<file path="src/rtl/complex_arith_pipe.sv">
// complex_arith_pipe
//   Two-stage pipelined complex arithmetic unit. Operands are two's complement
//   N-bit real/imaginary components. For the multiply ops they are read as
//   signed Q1.(N-1) fractions.
//   Ops: 00 a+b, 01 a-b, 10 a*b, 11 a*conj(b). Latency is 2 cycles for every
//   op, and throughput is one operand set per cycle. A valid/ready handshake
//   is used on both sides. The whole pipe freezes while a finished result is
//   waiting and the consumer is not ready.
//
// Build option:
//   COMPLEX_ARITH_SAT_EN  defined   -> an overflowing component clamps to the
//                                      N-bit max/min.
//                         undefined -> an overflowing component wraps (keeps
//                                      its low N bits).
//   ovf is reported the same way in both builds.
//
// Ports:
//   clk             in   clock, rising edge
//   rst_n           in   synchronous active-low reset
//   in_valid        in   operand set offered
//   in_ready        out  operand set accepted this cycle (combinational)
//   op[1:0]         in   operation select
//   areal, aimaginary, breal, bimaginary  in  [N-1:0] operands
//   out_valid       out  result registers hold a valid result
//   out_ready       in   consumer takes the result this cycle
//   resultreal, resultimaginary  out [N-1:0] result components
//   ovf             out  either result component overflowed N bits
module complex_arith_pipe #(
  parameter int N = 8
) (
  input  logic         clk,
  input  logic         rst_n,
  input  logic         in_valid,
  output logic         in_ready,
  input  logic [1:0]   op,
  input  logic [N-1:0] areal,
  input  logic [N-1:0] aimaginary,
  input  logic [N-1:0] breal,
  input  logic [N-1:0] bimaginary,
  output logic         out_valid,
  input  logic         out_ready,
  output logic [N-1:0] resultreal,
  output logic [N-1:0] resultimaginary,
  output logic         ovf
);

  // A value fits in N bits only when its top three bits (N+1..N-1) agree.
  function automatic logic out_of_range_f(input logic signed [N+1:0] v);
    return !((v[N+1:N-1] == 3'b000) || (v[N+1:N-1] == 3'b111));
  endfunction

  function automatic logic [N-1:0] reduce_f(input logic signed [N+1:0] v);
    logic [N-1:0] r;
    r = v[N-1:0];
`ifdef COMPLEX_ARITH_SAT_EN
    if (out_of_range_f(v))
      r = v[N+1] ? {1'b1, {(N-1){1'b0}}} : {1'b0, {(N-1){1'b1}}};
`endif
    return r;
  endfunction

  logic                  vld_p1_q;
  logic [1:0]            op_p1_q;
  logic signed [N:0]     sum_re_p1_q, sum_im_p1_q;
  logic signed [2*N-1:0] prod_rr_p1_q, prod_ii_p1_q, prod_ri_p1_q, prod_ir_p1_q;

  logic                  vld_p2_q;
  logic [N-1:0]          res_re_p2_q, res_im_p2_q;
  logic                  ovf_p2_q;

  // The only stall source is a result that is waiting and has no taker.
  // Every stage advances together whenever that is not the case.
  assign in_ready = !(vld_p2_q && !out_ready);

  // ---- stage 0: operand widening, add/sub and partial products ----
  logic signed [N:0]     a_re_x, a_im_x, b_re_x, b_im_x;
  logic signed [N:0]     sum_re_p1_d, sum_im_p1_d;
  logic signed [2*N-1:0] ar_w, ai_w, br_w, bi_w;

  assign a_re_x = $signed({areal[N-1], areal});
  assign a_im_x = $signed({aimaginary[N-1], aimaginary});
  assign b_re_x = $signed({breal[N-1], breal});
  assign b_im_x = $signed({bimaginary[N-1], bimaginary});
  assign sum_re_p1_d = op[0] ? (a_re_x - b_re_x) : (a_re_x + b_re_x);
  assign sum_im_p1_d = op[0] ? (a_im_x - b_im_x) : (a_im_x + b_im_x);

  // Sign-extend to 2N first so each product is exact at 2N bits.
  assign ar_w = $signed({{N{areal[N-1]}}, areal});
  assign ai_w = $signed({{N{aimaginary[N-1]}}, aimaginary});
  assign br_w = $signed({{N{breal[N-1]}}, breal});
  assign bi_w = $signed({{N{bimaginary[N-1]}}, bimaginary});

  always_ff @(posedge clk) begin
    if (!rst_n)        vld_p1_q <= 1'b0;
    else if (in_ready) vld_p1_q <= in_valid;
  end

  always_ff @(posedge clk) begin
    if (in_ready && in_valid) begin
      op_p1_q      <= op;
      sum_re_p1_q  <= sum_re_p1_d;
      sum_im_p1_q  <= sum_im_p1_d;
      prod_rr_p1_q <= ar_w * br_w;
      prod_ii_p1_q <= ai_w * bi_w;
      prod_ri_p1_q <= ar_w * bi_w;
      prod_ir_p1_q <= ai_w * br_w;
    end
  end

  // ---- stage 1: combine products, scale, reduce to N bits ----
  logic signed [2*N:0] rr_x, ii_x, ri_x, ir_x;
  logic signed [2*N:0] mul_re_full, mul_im_full;
  logic signed [N+1:0] mul_re_sc, mul_im_sc;
  logic signed [N+1:0] full_re, full_im;
  logic [N-1:0]        res_re_p2_d, res_im_p2_d;
  logic                ovf_p2_d;

  assign rr_x = $signed({prod_rr_p1_q[2*N-1], prod_rr_p1_q});
  assign ii_x = $signed({prod_ii_p1_q[2*N-1], prod_ii_p1_q});
  assign ri_x = $signed({prod_ri_p1_q[2*N-1], prod_ri_p1_q});
  assign ir_x = $signed({prod_ir_p1_q[2*N-1], prod_ir_p1_q});

  always_comb begin
    mul_re_full = rr_x - ii_x;
    mul_im_full = ri_x + ir_x;
    if (op_p1_q[0]) begin
      mul_re_full = rr_x + ii_x;
      mul_im_full = ir_x - ri_x;
    end
  end

  // Dropping the low N-1 bits is the arithmetic shift right by N-1, so the
  // result truncates toward negative infinity. N+2 bits keep the range.
  assign mul_re_sc = mul_re_full[2*N:N-1];
  assign mul_im_sc = mul_im_full[2*N:N-1];

  always_comb begin
    full_re = $signed({sum_re_p1_q[N], sum_re_p1_q});
    full_im = $signed({sum_im_p1_q[N], sum_im_p1_q});
    if (op_p1_q[1]) begin
      full_re = mul_re_sc;
      full_im = mul_im_sc;
    end
    res_re_p2_d = reduce_f(full_re);
    res_im_p2_d = reduce_f(full_im);
    ovf_p2_d    = out_of_range_f(full_re) | out_of_range_f(full_im);
  end

  always_ff @(posedge clk) begin
    if (!rst_n) begin
      vld_p2_q    <= 1'b0;
      res_re_p2_q <= '0;
      res_im_p2_q <= '0;
      ovf_p2_q    <= 1'b0;
    end else if (in_ready) begin
      vld_p2_q <= vld_p1_q;
      if (vld_p1_q) begin
        res_re_p2_q <= res_re_p2_d;
        res_im_p2_q <= res_im_p2_d;
        ovf_p2_q    <= ovf_p2_d;
      end
    end
  end

  // ---- outputs ----
  assign out_valid       = vld_p2_q;
  assign resultreal      = res_re_p2_q;
  assign resultimaginary = res_im_p2_q;
  assign ovf             = ovf_p2_q;

endmodule

</file>
<file path="config.mk">
export PLATFORM = sky130hd
export DESIGN_NAME = complex_arith_pipe
export DESIGN_NICKNAME = d
export VERILOG_FILES = /design/src/rtl/complex_arith_pipe.sv
export SDC_FILE = /design/constraint.sdc
export NUM_CORES = 1
export LEC_CHECK = 0
export CAP_MARGIN = 20
export CORE_ASPECT_RATIO = 0.6
export CORE_MARGIN = 3
export CORE_UTILIZATION = 30
export CTS_CLUSTER_SIZE = 14
export DETAILED_ROUTE_END_ITERATION = 6
export PLACE_DENSITY_LB_ADDON = 0.2
export SLEW_MARGIN = 10
export SYNTH_ARGS = -nofsm -noshare
export SYNTH_HDL_FRONTEND = slang
export SYNTH_SLANG_ARGS = --single-unit
</file>
<file path="constraint.sdc">
create_clock -name clk -period 11.9 [get_ports clk]
set_clock_uncertainty 0.1 [all_clocks]
set_input_delay 1.785 -clock clk [delete_from_list [all_inputs] [get_ports clk]]
set_output_delay 1.785 -clock clk [all_outputs]
set_load 0.02 [all_outputs]
</file>
==> flow_metrics.tcl <==
set metrics [dict create \
    final_nets 2172 \
    worst_pin_slew_ns 1.12 \
    drt_iter0_markers 678 \
    core_um2 52900 \
    post-route-drc-count 0 \
    grt.overflow.total 0 \
    layout-drive-gt1-share_pct 3.43 \
    worstPathCellList "clkdlybuf4s50_1 -> and2_1 -> fa_1 -> inv_1 -> fa_1 -> inv_1 -> fa_1 -> inv_1 -> fa_1 -> inv_1 -> ha_1 -> o21ai_1 -> a21boi_1 -> o21ai_0 -> a21boi_1 -> o21ai_1 -> a21boi_1 -> or4_1 -> nand3_1" \
    r2r_cells 13 \
    intPower_mw 1.89 \
    slew_headroom_pct 24.9 \
    antennaDiodeCount 0 \
    root_buffer "clkbuf_16" \
    r2r-start "prod_ri_p1_q[0]$_DFFE_PP_" \
    hp-class "reg -> reg" \
    cts_tree "yes" \
    synth_edf_count 84 \
    syn_area_um2 16200 \
    io_buffers 56 \
    cts_buffers 9 \
    setup_viol 0 \
    p_switching_mw 1.78 \
    place_congestion 0.800 \
    fin_crit_sh_pct 60.6 \
    area_growth_pct 10.5 \
    dpl.cell_count 2435 \
    ir_drop_uv 101 \
    crit_arrival_ns 7.35 \
    p_seq_share_pct 19.7 \
    power.density_nw_per_um2 205 \
    grt_max_degree 66 \
    crit_start "breal[2]" \
    grt_pass1_wl_um 68000 \
    num_vias 11207 \
    endpoint "prod_ir_p1_q[14]$_DFFE_PP_" \
    routed_via_density 4.57 \
    routed_wl_um 42100 \
    cp_slowest_cell "clkdlybuf4s50_1" \
    cts_resized 0 \
    drv_cap 0 \
    ys_ff_latch 103 \
    worst-r2r-setup-slack_ns 7.56 \
    syn_nets 2143 \
    grt_util_all_layers_pct 15.6 \
    num_rows 65 \
    chipHeight_um 186 \
    start_kind "primary input" \
    finalSetupTns_ns 0 \
    avgRoutedWirePerCell_um 17.2 \
    r2r-end "ovf$_SDFFE_PN0P_" \
    postCtsSetupBuffers 0 \
    cp.required_ns 12.05 \
    dpl.hpwl_um 33700 \
    p_comb_share_pct 71.7 \
    cts_buffer_depth 2 \
    yosys_most_used_dff "edfxtp_1" \
    final-hold-violation-count 0 \
    slowest_delay_ns 1.01 \
    stdcell_count 2452 \
    path_max_fanout 20 \
    cts_hold_buffers 0 \
    htreeDepth 3 \
    min_period_ns 7.21 \
    timing.fmax_mhz 139 \
    grt_pass1_vias 11643 \
    clock-sinks 103 \
    path_clk_slew_ns 0.09 \
    maxSlewViolCount 0 \
    synth-seq-area-share_pct 18.0 \
    die_x_um 306 \
    grt_antenna_before_repair 3 \
    ys_warn_count 0 \
    start_util_pct 30.6 \
    synth.distinct_cells 63 \
    cp-end-kind "flip-flop" \
    power_leakage_nw 8.25 \
    io_pins 57 \
    drtPass1Iterations 5 \
    critPathKind "in -> reg" \
    avgSynthCellArea_um2 9.42 \
    outcome "finished clean" \
    clk-insertion-delay-late_ns 0.38 \
    syn_inst 1715 \
    dieArea_um2 56800 \
    rsz0062_at_grt "no" \
    async_reset_ff_share_pct 0 \
    p_clk_share_pct 8.5 \
    sw_frac_of_total_pct 48.4 \
    ant_nets 0 \
]
power groups by stage:
stage / clock network (mW) / logic (mW) / registers (mW)
3_5_place_dp: 0 / 2.65 / 0.735
4_1_cts: 0.325 / 2.67 / 0.728
2_1_floorplan: 0 / 1.96 / 0.695
3_3_place_gp: 0 / 2.63 / 0.734
5_1_grt: 0.339 / 3.02 / 0.737
6_report: 0.312 / 2.63 / 0.724
Yosys cell counts (18+ instances only):
library cell | n | area share, %
inv_1 | 374 | 8.7
fa_1 | 222 | 28
ha_1 | 168 | 13
and2_1 | 166 | 6.4
xnor2_1 | 95 | 5.1
nor2_1 | 92 | 2.1
edfxtp_1 | 84 | 16
nand2_1 | 78 | 1.8
a21oi_1 | 63 | 2.0
clkbuf_1 | 57 | 1.3
nor2b_1 | 31 | 1.2
xor2_1 | 31 | 1.7
mux2i_1 | 20 | 1.2
a21o_1 | 19 | 0.88
dfxtp_1 | 19 | 2.4
nor3_1 | 18 | 0.56
critical path: cells and delay by family:
family | cells | cell delay (ns)
adder cells (fa/ha/maj) | 5 | 2.32
AND/OR/NAND/NOR | 3 | 0.98
buffers and inverters | 5 | 1.21
AO/OA/AOI/OAI | 6 | 1.04
per-layer routing:
metal | global-route usage [%] | up-vias | routed length (um)
met3 | 2.49 | 24 | 2000
li1 | - | 5426 | -
met1 | 24.6 | 5540 | 23000
met2 | 22.5 | 217 | 16700
met4 | 2.18 | 0 | 452
met5 | 0 | - | 0
how the worst min path moves through the flow:
stage | slack [ns] | cells after the start | end | start
floorplan | 0.34 | 2 | out_valid$_SDFFE_PN0N_ | vld_p1_q$_SDFFE_PN0N_
global placement | 0.35 | 2 | out_valid$_SDFFE_PN0N_ | vld_p1_q$_SDFFE_PN0N_
detailed placement | 0.36 | 2 | out_valid$_SDFFE_PN0N_ | vld_p1_q$_SDFFE_PN0N_
CTS | 0.38 | 2 | out_valid$_SDFFE_PN0N_ | vld_p1_q$_SDFFE_PN0N_
global route | 0.40 | 2 | out_valid$_SDFFE_PN0N_ | vld_p1_q$_SDFFE_PN0N_
finish | 0.37 | 2 | out_valid$_SDFFE_PN0N_ | vld_p1_q$_SDFFE_PN0N_
cell usage in the layout (no fill, tap or decap), drive strengths merged, types with 9 or more instances in the layout:
| cell type | Yosys | final |
|---|---|---|
| a211oi | 11 | 11 |
| a21boi | 17 | 17 |
| a21o | 19 | 19 |
| a21oi | 64 | 64 |
| a31oi | 9 | 9 |
| and2 | 167 | 167 |
| buf | 2 | 21 |
| clkbuf | 57 | 9 |
| clkdlybuf4s50 | 0 | 56 |
| dfxtp | 19 | 19 |
| edfxtp | 84 | 84 |
| fa | 222 | 222 |
| ha | 168 | 168 |
| inv | 374 | 378 |
| mux2i | 21 | 21 |
| nand2 | 78 | 78 |
| nand2b | 11 | 11 |
| nor2 | 92 | 92 |
| nor2b | 31 | 31 |
| nor3 | 18 | 18 |
| o21ai | 32 | 32 |
| o21bai | 11 | 11 |
| xnor2 | 95 | 95 |
| xor2 | 32 | 32 |
per-stage QoR:
step	worst slack (ns)	hold WS (ns)	util, %	instance area [um2]	power, mW
floorplan	5.53	0.342	-	16200	2.65
global placement	4.35	0.353	33.1	17500	3.36
finish	4.69	0.375	33.8	17900	3.67
CTS	4.73	0.377	33.7	17800	3.72
detailed placement	4.33	0.360	33.2	17500	3.39
global route	4.43	0.397	33.8	17900	4.10
cell type report:
cell class	count	area, um2
fill	5455	35000
inverter	375	1410
clock inverter	7	61.3
clock buffer	9	225
tap	703	880
timing repair buffer	77	746
sequential	103	2900
multi-input combinational	1178	11600
state kept, by name, indices dropped and copies added (netlist names), 8 cells and up:
register,count
prod_ii_p1_q,16
prod_ir_p1_q,16
prod_ri_p1_q,16
prod_rr_p1_q,16
resultimaginary,8
resultreal,8
sum_im_p1_q,9
sum_re_p1_q,9
logic make-up (layout without fill, tap and decap cells):
kind of cell,count (synthesis),count (layout),share of synthesized area (%)
buffers and inverters,434,468,10.1
adders and majority gates,390,390,40.5
DFF,103,103,18.0
and+or+nand+nor,435,435,14.5
xor gates and xnor gates,128,128,7.08
AOI/OAI and AO/OA,198,198,8.05
muxes,27,27,1.80
Power figures use the tool's default switching activity.
